===== config.mk =====
export PLATFORM = sky130hd
export DESIGN_NAME = inverse_matrix_ctrl
export DESIGN_NICKNAME = d
export VERILOG_FILES = /design/src/rtl/inverse_matrix_ctrl.sv
export SDC_FILE = /design/constraint.sdc
export NUM_CORES = 2
export LEC_CHECK = 0
export ABC_AREA = 1
export ABC_CLOCK_PERIOD_IN_PS = 7240
export CAP_MARGIN = 5
export CORE_MARGIN = 2
export CORE_UTILIZATION = 51
export CTS_CLUSTER_DIAMETER = 150
export CTS_CLUSTER_SIZE = 20
export DETAILED_ROUTE_END_ITERATION = 10
export HOLD_SLACK_MARGIN = 0.08
export PLACE_DENSITY_LB_ADDON = 0.15
export SYNTH_ARGS = -nofsm -noshare
export SYNTH_HDL_FRONTEND = slang
export SYNTH_SLANG_ARGS = --single-unit

===== constraint.sdc =====
create_clock -name clk -period 7.24 [get_ports clk]
set_clock_uncertainty 0.1 [all_clocks]
set_input_delay 1.448 -clock clk [delete_from_list [all_inputs] [get_ports clk]]
set_output_delay 1.448 -clock clk [all_outputs]
set_load 0.005 [all_outputs]

===== src/rtl/inverse_matrix_ctrl.sv =====
// inverse_matrix_ctrl: sequencer for the 2x2 matrix-inverse datapath.
// Reads a, b, c, d from memory, computes det = a*d - b*c, writes det,
// then runs four Q16.16 divisions (adj/det) on an external req/ack divider
// and writes the inverse back to memory.
// Ports:
//   clk, rst_n            clock, asynchronous active-low reset
//   start                 level request, sampled in IDLE
//   mem_addr/_rd_en/_rdata/_wr_en/_wdata  memory port (1-cycle read latency)
//   div_req/_num/_den/_ack/_quo           divider handshake
//   done                  one-cycle completion pulse
//   wr_st                 status: [31:28] state, [27:24] written count,
//                         [2] range error, [1] singular, [0] busy
module inverse_matrix_ctrl #(
  parameter int unsigned ADDR_W   = 4,
  parameter int unsigned BASE_IN  = 0,
  parameter int unsigned BASE_OUT = 4,
  parameter int unsigned DET_ADDR = 8
) (
  input  logic              clk,
  input  logic              rst_n,
  input  logic              start,
  output logic [ADDR_W-1:0] mem_addr,
  output logic              mem_rd_en,
  input  logic [31:0]       mem_rdata,
  output logic              mem_wr_en,
  output logic [31:0]       mem_wdata,
  output logic              div_req,
  output logic [31:0]       div_num,
  output logic [31:0]       div_den,
  input  logic              div_ack,
  input  logic [31:0]       div_quo,
  output logic              done,
  output logic [31:0]       wr_st
);

  localparam logic [2:0] S_IDLE = 3'd0;
  localparam logic [2:0] S_RD   = 3'd1;
  localparam logic [2:0] S_DET  = 3'd2;
  localparam logic [2:0] S_CHK  = 3'd3;
  localparam logic [2:0] S_WDET = 3'd4;
  localparam logic [2:0] S_DIV  = 3'd5;
  localparam logic [2:0] S_WR   = 3'd6;
  localparam logic [2:0] S_DONE = 3'd7;

  localparam logic signed [15:0] ELEM_MIN = 16'sh8000;

  logic [2:0]         state_q, state_d;
  logic [2:0]         cnt_q, cnt_d;
  logic signed [15:0] a_q, a_d, b_q, b_d, c_q, c_d, d_q, d_d;
  logic signed [31:0] det_q, det_d;
  logic [3:0]         wcnt_q, wcnt_d;
  logic               range_q, range_d;
  logic               sing_q, sing_d;
  logic               busy_q, busy_d;
  logic [ADDR_W-1:0]  addr_q, addr_d;
  logic               rd_en_q, rd_en_d;
  logic               wr_en_q, wr_en_d;
  logic [31:0]        wdata_q, wdata_d;
  logic               req_q, req_d;
  logic [31:0]        num_q, num_d;
  logic [31:0]        den_q, den_d;
  logic               done_q, done_d;

  logic signed [31:0] prod_ad, prod_bc;
  logic [1:0]         adj_k;
  logic [15:0]        adj_v;
  logic               unused_rdata_hi;

  // Only the low half of a memory word carries the element.
  assign unused_rdata_hi = ^mem_rdata[31:16];

  // Range exclusion of 0x8000 keeps both products and their difference in 32 bits.
  assign prod_ad = 32'(a_q) * 32'(d_q);
  assign prod_bc = 32'(b_q) * 32'(c_q);

  // Adjugate element for the division being launched: 0 from WDET, k+1 from WR.
  always_comb begin
    adj_k = 2'd0;
    if (state_q == S_WR) adj_k = cnt_q[1:0] + 2'd1;
  end

  always_comb begin
    adj_v = d_q;
    unique case (adj_k)
      2'd0:    adj_v = d_q;
      2'd1:    adj_v = -b_q;
      2'd2:    adj_v = -c_q;
      default: adj_v = a_q;
    endcase
  end

  // Next-state and registered-output logic.
  always_comb begin
    state_d = state_q;
    cnt_d   = cnt_q;
    a_d     = a_q;
    b_d     = b_q;
    c_d     = c_q;
    d_d     = d_q;
    det_d   = det_q;
    wcnt_d  = wcnt_q;
    range_d = range_q;
    sing_d  = sing_q;
    busy_d  = busy_q;
    addr_d  = addr_q;
    rd_en_d = 1'b0;
    wr_en_d = 1'b0;
    wdata_d = wdata_q;
    req_d   = req_q;
    num_d   = num_q;
    den_d   = den_q;
    done_d  = 1'b0;

    unique case (state_q)
      S_IDLE: begin
        if (start) begin
          state_d = S_RD;
          cnt_d   = 3'd0;
          range_d = 1'b0;
          sing_d  = 1'b0;
          wcnt_d  = 4'd0;
          busy_d  = 1'b1;
          rd_en_d = 1'b1;
          addr_d  = ADDR_W'(BASE_IN);
        end
      end

      // cnt_q = number of reads already issued; data for read n-1 is on mem_rdata.
      S_RD: begin
        case (cnt_q)
          3'd1:    a_d = mem_rdata[15:0];
          3'd2:    b_d = mem_rdata[15:0];
          3'd3:    c_d = mem_rdata[15:0];
          3'd4:    d_d = mem_rdata[15:0];
          default: ;
        endcase
        if (cnt_q < 3'd3) begin
          rd_en_d = 1'b1;
          addr_d  = ADDR_W'(BASE_IN + 32'(cnt_q) + 32'd1);
        end
        if (cnt_q == 3'd4) begin
          state_d = S_DET;
          cnt_d   = 3'd0;
        end else begin
          cnt_d = cnt_q + 3'd1;
        end
      end

      S_DET: begin
        det_d   = prod_ad - prod_bc;
        state_d = S_CHK;
      end

      S_CHK: begin
        if ((a_q == ELEM_MIN) || (b_q == ELEM_MIN) ||
            (c_q == ELEM_MIN) || (d_q == ELEM_MIN)) begin
          range_d = 1'b1;
          busy_d  = 1'b0;
          done_d  = 1'b1;
          state_d = S_DONE;
        end else begin
          wr_en_d = 1'b1;
          addr_d  = ADDR_W'(DET_ADDR);
          wdata_d = det_q;
          state_d = S_WDET;
        end
      end

      S_WDET: begin
        if (det_q == 32'sd0) begin
          sing_d  = 1'b1;
          busy_d  = 1'b0;
          done_d  = 1'b1;
          state_d = S_DONE;
        end else begin
          cnt_d   = 3'd0;
          req_d   = 1'b1;
          num_d   = {adj_v, 16'h0000};
          den_d   = det_q;
          state_d = S_DIV;
        end
      end

      // Operands hold in their registers for the whole request.
      S_DIV: begin
        if (div_ack && req_q) begin
          req_d   = 1'b0;
          wr_en_d = 1'b1;
          addr_d  = ADDR_W'(BASE_OUT + 32'(cnt_q));
          wdata_d = div_quo;
          wcnt_d  = wcnt_q + 4'd1;
          state_d = S_WR;
        end
      end

      S_WR: begin
        if (cnt_q < 3'd3) begin
          cnt_d   = cnt_q + 3'd1;
          req_d   = 1'b1;
          num_d   = {adj_v, 16'h0000};
          state_d = S_DIV;
        end else begin
          busy_d  = 1'b0;
          done_d  = 1'b1;
          state_d = S_DONE;
        end
      end

      S_DONE: begin
        state_d = S_IDLE;
      end

      default: begin
        state_d = S_IDLE;
      end
    endcase
  end

  always_ff @(posedge clk or negedge rst_n) begin
    if (!rst_n) begin
      state_q <= S_IDLE;
      cnt_q   <= '0;
      a_q     <= '0;
      b_q     <= '0;
      c_q     <= '0;
      d_q     <= '0;
      det_q   <= '0;
      wcnt_q  <= '0;
      range_q <= 1'b0;
      sing_q  <= 1'b0;
      busy_q  <= 1'b0;
      addr_q  <= '0;
      rd_en_q <= 1'b0;
      wr_en_q <= 1'b0;
      wdata_q <= '0;
      req_q   <= 1'b0;
      num_q   <= '0;
      den_q   <= '0;
      done_q  <= 1'b0;
    end else begin
      state_q <= state_d;
      cnt_q   <= cnt_d;
      a_q     <= a_d;
      b_q     <= b_d;
      c_q     <= c_d;
      d_q     <= d_d;
      det_q   <= det_d;
      wcnt_q  <= wcnt_d;
      range_q <= range_d;
      sing_q  <= sing_d;
      busy_q  <= busy_d;
      addr_q  <= addr_d;
      rd_en_q <= rd_en_d;
      wr_en_q <= wr_en_d;
      wdata_q <= wdata_d;
      req_q   <= req_d;
      num_q   <= num_d;
      den_q   <= den_d;
      done_q  <= done_d;
    end
  end

  assign mem_addr  = addr_q;
  assign mem_rd_en = rd_en_q;
  assign mem_wr_en = wr_en_q;
  assign mem_wdata = wdata_q;
  assign div_req   = req_q;
  assign div_num   = num_q;
  assign div_den   = den_q;
  assign done      = done_q;
  assign wr_st     = {1'b0, state_q, wcnt_q, 21'd0, range_q, sing_q, busy_q};

endmodule


==> reports/metrics.cfg <==
[status]
outcome=completed

[detailed_routing]
vias=24600
initialDrtViolationCount=1734
drtAntennaViolNets=0
vias_per_cell=5.02
drc=0
dr.pass1.iters=6
wl_met2_mm=39.5
wl_met3_mm=7.17
wirelength_mm=86.2
wire_per_inst_um=17.6
dr.max_layer_used=met4
met1_length_mm=37.0

[timing]
rsz0062_at_grt=true
worst_slew_pin_slew_ps=1230
fin_hold_ws_ps=379
min_period_ps=6970
maxSlewViolCount=0
setup_viol=0
period_share_pct=96.3
fmax_mhz=143
max_slew_margin_pct=17.9
hold_violations=0

[global_route]
antenna_found_initial=0
overflow=0
grt_pass1_wl_mm=139
grt_pass1_vias=25900
grt_usage_pct=29.0
grt_max_degree=165

[cells_and_area]
final_nets=4902
fin_area_um2=35000
final_util_pct=58.2
drive_gt1_share_pct=7.14
syn2layout_area_growth_pct=13.3

[synthesis]
synthCells=3897
synthTopCellsByArea=fa_1, dfrtp_1, inv_1
ys.flop_type=dfrtp_1
yosys-top-cells-count=inv_1, nand2_1, fa_1
ys_ff_latch=197
synthArstFlopShare_pct=100
synth_cell_type_count=46
synth_top_area_share_pct=37.4
synth_warnings=0
synth_edf_count=0
yosysTopAreaCell=fa_1
ys_seq_area_share_pct=16.0
synth_area_um2=30900
yosysMostFrequentCell=inv_1
avgSynthCellArea_um2=7.92

[setup_path]
crit_slowest_cell=fa_1
worst-path-max-fanout=6
path_class=flip-flop to flip-flop
end_kind=flip-flop
crit_path_frequent_cell=fa_1
cp.buffers_inverters=9
crit_arrival_ps=7250
cp-start-kind=flip-flop
required_ps=7520
critPathTopFamily=adder cells
crit_path_max_incr_delay_ps=560
ff2ff_setup_slack_ps=270

[placement]
post_dp_cell_area_um2=34200
port_buffers=149
routabilityCongestion=0.948
dp_hpwl_mm=72.1

[clock_network]
clock_latency_ps=510
clockRootBuffer=clkbuf_16
numCtsBuffers=17
clkTransAtPathRegs_ps=90
htreeDepth=4
hold_buffers=0
cts_sinks=197
tritoncts=built
ctsLongestPathBuffers=2

[floorplanning]
coreArea_um2=60100
dieArea_um2=62500
chipWidth_um=250
die_h_um=250
rows=90
pin_count=204
start_util_pct=51.3

[run]
drv_cap=0

[hold_path]
hold_path.class=flip-flop to flip-flop

-- layout by cell type (no fill, tap or decap), types with 7 or more instances in the layout --
cell	instances
a21oi_1	76
a21oi_2	7
buf_12	21
buf_4	180
clkbuf_16	17
clkdlybuf4s50_1	148
conb_1	38
dfrtp_1	187
dfrtp_2	9
fa_1	575
ha_1	165
inv_1	1117
nand2_1	915
nand2_2	7
nand3_1	101
nand4_1	45
nor2_1	153
nor2_2	7
nor3_1	16
o21a_1	33
o21ai_0	180
o21ai_1	7
or2_2	11
xor2_1	7
-- routing by layer --
layer | vias to the layer above | global-route usage (%)
met1 | 12000 | 39.1
li1 | 11500 | -
met3 | 157 | 6.14
met2 | 835 | 47.1
met5 | - | 0
met4 | 0 | 9.00
-- path summary, 6_finish.rpt --
path                          from            to  depth (start not counted)
max                        a_q[15]     det_q[22]                         26
min                        range_q       range_q                          2
max reg2reg                a_q[15]     det_q[22]                         26
min reg2reg                range_q       range_q                          2
max in group asynchronous    rst_n       a_q[15]                          2
min in group asynchronous    rst_n  mem_wdata[9]                          1
-- state kept, by name (all words and copies together), names as in the netlist, 4 cells and up --
signal     flops
det_q         32
wcnt_q         4
div_num       16
d_q           16
a_q           16
div_den       32
mem_wdata     32
b_q           16
mem_addr       4
c_q           16
-- kinds of logic after synthesis --
family | count (synthesis) | synth area share (%)
AOI/OAI and AO/OA | 330 | 5.83
xor gates and xnor gates | 13 | 0.369
adders and majority gates | 743 | 44.1
buffers and inverters | 1338 | 17.0
DFF | 197 | 16.0
other | 1 | 0.0121
and+or+nand+nor | 1275 | 16.7
-- through the flow --
step / TNS, ps / instances / setup slack [ps]
2_1_floorplan: 0 / 3934 / 217
4_1_cts: 0 / 4884 / 22.9
5_1_grt: -72.0 / 4886 / -57.0
6_report: 0 / 4887 / 267
3_3_place_gp: -44.3 / 4852 / -44.3
3_5_place_dp: -139 / 4852 / -101
-- tightest hold or removal path: stages, from the launching register on --
cell and delay (ps):
dfrtp_1 350, nand2_1 50, nand2_1 40
-- cell type report --
type,count,area (um^2)
Fill cell,5650,25200
Multi-Input combinational cell,2399,20900
Sequential cell,197,4940
Inverter,1126,4230
Timing Repair Buffer,350,3270
Tap cell,782,978
Clock buffer,17,425
Clock inverter,15,224
Antenna cell,1,2.50
-- repair_timing --
item	in CTS	in global routing
buffers inserted	0	2
endpoints found under the hold margin	0	0
pin swaps	0	4
resized for setup	1	38
setup endpoints to repair	2	16
Power is left out: the tool's default activity adds up to more than one toggle a clock period on the data nets, which glitch-free logic cannot reach.
